`src/rtl/ps_arb_pkg.sv`:
```
// Shared types and header layout for the parallel-serial readout arbiter.
package ps_arb_pkg;

  typedef enum logic [1:0] {
    ST_IDLE  = 2'd0,
    ST_HDR   = 2'd1,
    ST_READ  = 2'd2,
    ST_DRAIN = 2'd3
  } arb_state_e;

  localparam int unsigned CHAN_W       = 4;
  localparam int unsigned SEQ_W        = 12;
  localparam int unsigned HDR_W        = 36;
  localparam int unsigned HDR_MARK_LSB = 32;
  localparam int unsigned HDR_CHAN_LSB = 28;
  localparam int unsigned HDR_SEQ_LSB  = 16;
  localparam logic [3:0]  HDR_MARK     = 4'hC;

  // Build a burst header word: mark, channel, grant sequence, zero low half
  function automatic logic [HDR_W-1:0] make_hdr(input logic [CHAN_W-1:0] chan,
                                                input logic [SEQ_W-1:0]  seq);
    logic [HDR_W-1:0] h;
    h = '0;
    h[HDR_MARK_LSB +: 4]      = HDR_MARK;
    h[HDR_CHAN_LSB +: CHAN_W] = chan;
    h[HDR_SEQ_LSB +: SEQ_W]   = seq;
    return h;
  endfunction

endpackage

```
`src/rtl/ps_readout_arbiter_rr_pick.sv`:
```
// Combinational round-robin picker: first requester strictly after 'last', wrapping.
module rr_pick
  import ps_arb_pkg::*;
#(
  parameter int unsigned NCH = 4
) (
  input  logic [NCH-1:0]    req,
  input  logic [CHAN_W-1:0] last,
  output logic [CHAN_W-1:0] grant,
  output logic              valid
);

  int unsigned off;
  int unsigned best;

  // Keep the requester with the smallest circular distance past 'last'
  always_comb begin
    grant = '0;
    valid = 1'b0;
    best  = NCH;
    off   = 0;
    for (int unsigned j = 0; j < NCH; j++) begin
      off = (j + 2 * NCH - 1 - 32'(last)) % NCH;
      if (req[j] && (off < best)) begin
        best  = off;
        grant = CHAN_W'(j);
        valid = 1'b1;
      end
    end
  end

endmodule

```
`src/rtl/ps_readout_arbiter.sv`:
```
// Round-robin readout arbiter draining NCH channel FIFOs into one output stream.
// Channel FIFOs are show-ahead: ch_q carries the head word while ch_empty is low,
// and the word is captured into out_data on the clock that pops it.
// Optional feature: define PS_ARB_HEADER_EN to frame each burst with a header word.
module ps_readout_arbiter
  import ps_arb_pkg::*;
#(
  parameter int unsigned NCH        = 4,
  parameter int unsigned FIFO_WIDTH = 36,
  parameter int unsigned MAX_BURST  = 64
) (
  input  logic                      clk,
  input  logic                      rst,
  input  logic                      enable,
  input  logic [NCH-1:0]            chan_mask,
  input  logic [NCH-1:0]            ch_empty,
  input  logic [NCH*FIFO_WIDTH-1:0] ch_q,
  output logic [NCH-1:0]            ch_rd_en,
  input  logic                      out_afull,
  output logic [FIFO_WIDTH-1:0]     out_data,
  output logic                      out_valid,
  output logic                      busy,
  output logic [3:0]                cur_chan
);

  localparam int unsigned BURST_W = 8;

  arb_state_e             state;
  logic [BURST_W-1:0]     burst_cnt;
  logic [CHAN_W-1:0]      pick;
  logic                   pick_valid;
  logic                   head_empty;
  logic                   head_mask;
  logic [FIFO_WIDTH-1:0]  head_q;
  logic                   rd_go;
  logic                   burst_done;
`ifdef PS_ARB_HEADER_EN
  logic [SEQ_W-1:0]       seq;
`endif

  rr_pick #(.NCH(NCH)) u_pick (
    .req   (chan_mask & ~ch_empty),
    .last  (cur_chan),
    .grant (pick),
    .valid (pick_valid)
  );

  // Status and head word of the granted channel
  always_comb begin
    head_empty = 1'b1;
    head_mask  = 1'b0;
    head_q     = '0;
    for (int unsigned i = 0; i < NCH; i++) begin
      if (CHAN_W'(i) == cur_chan) begin
        head_empty = ch_empty[i];
        head_mask  = chan_mask[i];
        head_q     = ch_q[i*FIFO_WIDTH +: FIFO_WIDTH];
      end
    end
  end

  // Read issue; reacts to empty/afull in the same cycle so no word is ever overrun
  always_comb begin
    rd_go      = !rst && (state == ST_READ) && !head_empty && !out_afull &&
                 (32'(burst_cnt) < MAX_BURST);
    burst_done = (32'(burst_cnt) + 32'(rd_go)) >= MAX_BURST;
    ch_rd_en   = '0;
    for (int unsigned i = 0; i < NCH; i++) begin
      ch_rd_en[i] = rd_go && (CHAN_W'(i) == cur_chan);
    end
  end

  assign busy = (state != ST_IDLE);

  // Arbitration FSM with registered output word/valid
  always_ff @(posedge clk) begin
    if (rst) begin
      state     <= ST_IDLE;
      cur_chan  <= 4'(NCH - 1);
      burst_cnt <= '0;
      out_valid <= 1'b0;
      out_data  <= '0;
`ifdef PS_ARB_HEADER_EN
      seq       <= '0;
`endif
    end else begin
      out_valid <= 1'b0;
      out_data  <= '0;
      case (state)
        ST_IDLE: begin
          if (enable && pick_valid) begin
            cur_chan  <= pick;
            burst_cnt <= '0;
`ifdef PS_ARB_HEADER_EN
            state     <= ST_HDR;
`else
            state     <= ST_READ;
`endif
          end
        end
`ifdef PS_ARB_HEADER_EN
        ST_HDR: begin
          if (!out_afull) begin
            out_valid <= 1'b1;
            out_data  <= FIFO_WIDTH'(make_hdr(cur_chan, seq));
            seq       <= seq + SEQ_W'(1);
            state     <= ST_READ;
          end
        end
`endif
        ST_READ: begin
          if (rd_go) begin
            out_valid <= 1'b1;
            out_data  <= head_q;
            burst_cnt <= burst_cnt + BURST_W'(1);
          end
          if (head_empty || !head_mask || burst_done) begin
            state <= ST_DRAIN;
          end
        end
        ST_DRAIN: state <= ST_IDLE;
        default:  state <= ST_IDLE;
      endcase
    end
  end

endmodule

```
`config.mk`:
```
export PLATFORM = sky130hd
export DESIGN_NAME = ps_readout_arbiter
export DESIGN_NICKNAME = d
export VERILOG_FILES = /design/src/rtl/ps_arb_pkg.sv /design/src/rtl/ps_readout_arbiter_rr_pick.sv /design/src/rtl/ps_readout_arbiter.sv
export SDC_FILE = /design/constraint.sdc
export NUM_CORES = 1
export LEC_CHECK = 0
export BUFFER_PORTS_ARGS = -buffer_cell sky130_fd_sc_hd__buf_4
export CORE_ASPECT_RATIO = 2
export CORE_UTILIZATION = 46
export CTS_CLUSTER_SIZE = 10
export DETAILED_ROUTE_END_ITERATION = 8
export PLACE_DENSITY = 0.87
export SYNTH_ARGS = -nofsm -noshare
export SYNTH_HDL_FRONTEND = slang
export SYNTH_SLANG_ARGS = --single-unit
```
`constraint.sdc`:
```
create_clock -name clk -period 9.6 [get_ports clk]
set_input_delay 1.44 -clock clk [delete_from_list [all_inputs] [get_ports clk]]
set_output_delay 1.44 -clock clk [all_outputs]
set_load 0.05 [all_outputs]
```
======== Word-level counts from Yosys, hierarchy flattened ========
Cells that the tools add are included.
storage, ports and cells
  register bits after elaboration ......... 49
  logic and storage cells ................. 85
  output and inout bits ................... 46
operators by class
  multiplexer cells ....................... 29
  $add $sub $neg .......................... 6
  reductions and logical operators ........ 28
  $lt $le $gt $ge ......................... 6
  equality and inequality tests ........... 7
  bitwise operators ....................... 4
operators by type and width
  operator                                              count
  2-to-1 mux 36 bit                                     4
  2-to-1 mux 8 bit                                      2
  case mux 8 bit (2 select lines)                       1
  2-to-1 mux 1 bit                                      14
  logical AND 1 bit                                     13
  adder 8 x 1 -> 9 bit                                  1
  >= comparator 9 x 7 -> 1 bit (second input constant)  1
  < comparator 2 x 3 -> 1 bit                           3
  2-to-1 mux 3 bit                                      3
  adder 8 x 1 -> 8 bit (second input constant)          1
  < comparator 8 x 7 -> 1 bit (second input constant)   1
  2-to-1 mux 2 bit                                      4
  AND 4 bit                                             1
  == test 2 bit (first input constant)                  2
  logical NOT 1 bit                                     4
  logical NOT 4 bit                                     1
  inequality test 2 bit (second input constant)         2
  inverter 4 bit                                        1
  case mux 2 bit (2 select lines)                       1
  AND reduction 2 bit                                   2
  nonzero test 2 bit                                    2
  subtractor 1 x 2 -> 2 bit (first input constant)      2
  subtractor 2 bit (first input constant)               2
  < comparator 2 x 3 -> 1 bit (second input constant)   1
  other kinds (9)                                       11

======== Logic depth before layout (Yosys ltp) ========
  depth in word-level cells ............... 16
  depth in mapped cells ................... 17
  mapped depth without buffers ............ 17

======== Modules after synthesis ========
Synthesis repeated with hierarchy kept, for this count alone.
second synthesis, totals
  cell total of the unflattened synthesis .. 303
  area total of the unflattened synthesis .. 2914.0 um^2
by module, submodules not included
  module              instances  cells each  sequential area each (um^2)  area an instance (um^2)
  ps_readout_arbiter  1          270         1021.0                       2688.8
  rr_pick             1          33          0.0                          225.2

======== Least setup slack after synthesis ========
Ideal clock, no wire load.
  path type ............................... input to register
  start point ............................. input ch_empty[0]
  end point ............................... register cur_chan[0]
  slack ................................... 4.840 ns
  required time ........................... 9.540 ns
  path buffers ............................ 0
  arrival time ............................ 4.700 ns
  stages .................................. 15
  cells stage by stage .................... nand2b_1 -> nand2b_1 -> ha_1 -> a21oi_1 -> nor2_1 -> nor2_1 -> a21oi_1 -> ha_1 -> or4_1 -> a21oi_1 -> mux2_2 -> ha_1 -> or4_1 -> a21oi_1 -> o32a_1
on the way
  word-level cells in the longest chain between the ends .. 15
ends and longest elaborated chain
  item                                  line                              text
  start, declared                       ps_readout_arbiter.sv:16          input logic [NCH-1:0] ch_empty,
  inverter 4 bit *                      ps_readout_arbiter.sv:42          .req (chan_mask & ~ch_empty),
  AND 4 bit *                           ps_readout_arbiter.sv:42
  logical AND 1 bit *                   ps_readout_arbiter_rr_pick.sv:24  if (req[j] && (off < best)) begin
  2-to-1 mux 3 bit                      ps_readout_arbiter_rr_pick.sv:24
  < comparator 2 x 3 -> 1 bit           ps_readout_arbiter_rr_pick.sv:24
  logical AND 1 bit                     ps_readout_arbiter_rr_pick.sv:24
  2-to-1 mux 3 bit                      ps_readout_arbiter_rr_pick.sv:24
  < comparator 2 x 3 -> 1 bit           ps_readout_arbiter_rr_pick.sv:24
  logical AND 1 bit                     ps_readout_arbiter_rr_pick.sv:24
  2-to-1 mux 3 bit                      ps_readout_arbiter_rr_pick.sv:24
  < comparator 2 x 3 -> 1 bit           ps_readout_arbiter_rr_pick.sv:24
  logical AND 1 bit                     ps_readout_arbiter_rr_pick.sv:24
  2-to-1 mux 1 bit                      ps_readout_arbiter_rr_pick.sv:24
  logical AND 1 bit                     ps_readout_arbiter.sv:91          if (enable && pick_valid) begin
  AND reduction 2 bit (no source line)  n/a
  end signal, assigned                  ps_readout_arbiter.sv:79          cur_chan <= 4'(NCH - 1);
  end signal, assigned                  ps_readout_arbiter.sv:92          cur_chan <= pick;
  end, declared                         ps_readout_arbiter.sv:23          output logic [3:0] cur_chan
Mark *: on every way between the ends. The rest lies on a longest branch, timed or not.
A chain may end at the register's enable or synchronous reset.

======== Final worst setup path ========
  start point ............................. register cur_chan[1]
  end point ............................... output ch_rd_en[1]
on the way
  word-level cells in the longest chain between the ends .. 10
ends and longest elaborated chain
  item                             line                      text
  logical NOT 4 bit                ps_readout_arbiter.sv:54  if (CHAN_W'(i) == cur_chan) begin
  2-to-1 mux 1 bit (4 in series)   ps_readout_arbiter.sv:54
  logical NOT 1 bit                ps_readout_arbiter.sv:64  rd_go = !rst && (state == ST_READ) && !head_empty && !out_afull &&
  logical AND 1 bit (3 in series)  ps_readout_arbiter.sv:64
  logical AND 1 bit *              ps_readout_arbiter.sv:69  ch_rd_en[i] = rd_go && (CHAN_W'(i) == cur_chan);
  end, declared                    ps_readout_arbiter.sv:18  output logic [NCH-1:0] ch_rd_en,
Marks and branches as above.

==> impl_results.md <==
- Largest net degree at the start of global routing: 78
- Area growth from synthesis to layout: 53.4%
- Avg Inst Size Synth: 7.03 um2
- Final HPWL DP: 7.32 mm
- Fin. max-slew vios: 0
- Netlist Area Pre-Place: 0.00309 mm2
- 1st-iter DRT viols: 258
- First-pass GRT wire length: 15.4 mm
- Hold slack final: 474 ps
- Slew headroom: 22.8%
- Seq cells post-synth: 49
- Power Dens Cells: 126 mW/mm2
- Seq/Total Area, Yosys: 31.7%
- Crit path launch type: flop
- Commonest non-fill, non-tap cell in the layout: buf_4
- Clock sink count: 49
- Cell Area, Placed: 0.00457 mm2
- Ant diodes: 0
- Slew @ Worst Pin: between 1000 and 1500 ps
- Non-filler cells, final: 702
- Die span in x: 60.0 um
- Static Leak: 2.19 nW
- Worst Path Buf+Inv: 3
- Max IR drop VDD: 0.117 mV
- Multi-input logic area: a little under 0.002 mm2
- DRC Markers: 0
- Setup CP Type: reg2out
- First-pass DRT Iterations: 5
- Critical path's largest stage delay: 950 ps
- Worst setup margin: approximately 4500 ps
- Area of the die: 0.00708 mm2
- RSZ-0062 raised after global routing: no
- EDFF count, synth: 0
- Vias in the first global route: between 3000 and 4000
- Number of buffers inserted by hold repair at cts: 0
- CTS tree: done
- Most frequent cells in the layout: buf_4 (201), a21oi_1 (80), nand2_1 (75)
- Initial Util: 47.1%
- Hold Fails Final Rpt: 0
- Critical path's slowest cell: ha_2
- Nets: 779
- Post-CTS Resized: 0
- Clk_skew: 6.62 ps
- Root Driver: clkbuf_16
- Async set-reset flop share out of synthesis: 0%
- RePlAce Congestion: just under 0.9
- I/O pin count: 202
- # fillers: 555
- Setup crit end kind: output pin
- Worst min-delay path category: reg2reg
- Post-place setup slack: around 4400 ps
- Remaining Overflow, GRT: 0
- Worst path arrival time: 3670 ps
- H-tree level count: 2
- Vias per cell: between 5 and 6
- Post-layout minimum cycle time: around 5000 ps
- Routed Antenna Nets: 0
- Max cap viols: 0
- Crit-path max FO: 76
- Layout cells sized above 1: about a third
- Fin crit share: around 53%
- Routed len/inst: 14.1 um
- Yosys Warn Count: 0
- FF+latch area: 981 um2
- Synth unique cells: 36
- Num CTS Buffers: 5
- Critical Path RT: 8160 ps
- Mapped Cells: 440
- Die Ht: 118 um
- Initial antenna violation count: 0
- Total chip power: 600 uW
- Post-route cell area: 0.00474 mm2
- Rows: 42
- Final core utilization: between 70% and 80%
- Vias: 3695
- Port buffer count: 199
- Total track usage: 28.2%
- Family with the most delay on the worst path: adder cells
- Core area: 0.00657 mm2
- Critical path, cell by cell: inv_1 -> ha_2 -> nor3b_2 -> a2111oi_1 -> or3_1 -> inv_2 -> and2_1 -> buf_4
- Post-CTS Setup Inserts: 0
- Clk_lat worst skew: 290 ps
- Placed instance count: 694
- Setup violations, final: 0
- Setup tns final: 0 ps
- Status: complete, no violations
- Fmax: 0.196 GHz
- Synth Flop Type: dfxtp_1
- Post-Route WL: 9.88 mm
- Clk pin slew, worst setup/hold paths: 70 ps
- Clock tree buffer depth: 2
==> area by class of cell <==
class                           count  area share [%]
Inverter                            9           0.712
Multi-Input combinational cell    347            40.8
Clock inverter                      2           0.791
Clock buffer                        6            2.93
Sequential cell                    49            20.7
Tap cell                           88            2.32
Timing Repair Buffer              201            31.8
==> cell usage after synthesis (all sizes together) (2+ instances only) <==
| library cell | instances | area (um2) |
|---|---|---|
| nand2b | 7 | 43.8 |
| buf | 15 | 77.6 |
| dfxtp | 49 | 981 |
| o32a | 2 | 20.0 |
| or3 | 4 | 25.0 |
| nand3 | 8 | 40.0 |
| a21oi | 80 | 400 |
| o21ai | 40 | 200 |
| nor3 | 4 | 20.0 |
| inv | 9 | 33.8 |
| a221oi | 2 | 17.5 |
| clkbuf | 21 | 78.8 |
| nor2 | 18 | 67.6 |
| mux2i | 2 | 20.0 |
| and2 | 38 | 238 |
| ha | 10 | 125 |
| a31oi | 4 | 25.0 |
| or4 | 2 | 15.0 |
| nand2 | 75 | 282 |
| o21a | 4 | 30.0 |
| nand3b | 35 | 263 |
==> registers in the layout, indices dropped and copies added, names as in the netlist <==
| signal | count |
|---|---|
| out_data | 36 |
| cur_chan | 2 |
| state | 2 |
| burst_cnt | 8 |
| out_valid | 1 |
==> cell families after synthesis <==
group,synth area share (%)
other,0.121
buffers and inverters,6.15
adders and majority gates,4.05
muxes,1.01
AOI/OAI and AO/OA,23.5
and+or+nand+nor,33.4
DFF,31.7
==> power by group <==
| part | total (mW) | switching (mW) | internal, mW |
|---|---|---|---|
| combinational | 0.183 | 0.0985 | 0.0847 |
| sequential | 0.211 | 0.00341 | 0.208 |
| clock | 0.206 | 0.0755 | 0.130 |
| total | 0.600 | 0.177 | 0.422 |
==> routing by layer <==
| metal | routed length (um) | up-vias | part of all wire, % | global-route usage [%] |
|---|---|---|---|---|
| li1 | - | 1845 | - | - |
| met1 | 3550 | 1647 | 36 | 28.2 |
| met2 | 5290 | 167 | 54 | 50.8 |
| met3 | 554 | 36 | 5.6 | 5.93 |
| met4 | 490 | 0 | 5.0 | 15.1 |
| met5 | 0 | - | 0 | 0 |
==> path summary, 6_finish.rpt <==
| check | startpoint | end | slack (ps) | cells after the start |
|---|---|---|---|---|
| worst max-delay path | cur_chan[1] | ch_rd_en[1] | 4490 | 8 |
| worst min-delay path | state[0] | state[1] | 470 | 1 |
| worst max register to register | cur_chan[0] | cur_chan[0] | 5290 | 16 |
| worst min register to register | state[0] | state[1] | 470 | 1 |
==> worst register-to-register path: stages, from the launching register on <==
cell and delay [ps]:
dfxtp_1 480, inv_1 150, ha_1 380, ha_1 340, a21oi_1 250, nor2_1 60, nor2_1 140, a21oi_1 110
ha_1 220, or4_1 520, a21oi_1 220, mux2_2 360, ha_1 210, or3_1 360, o22a_1 190, a21oi_1 130
o32a_1 150
Power figures use the tool's default switching activity.
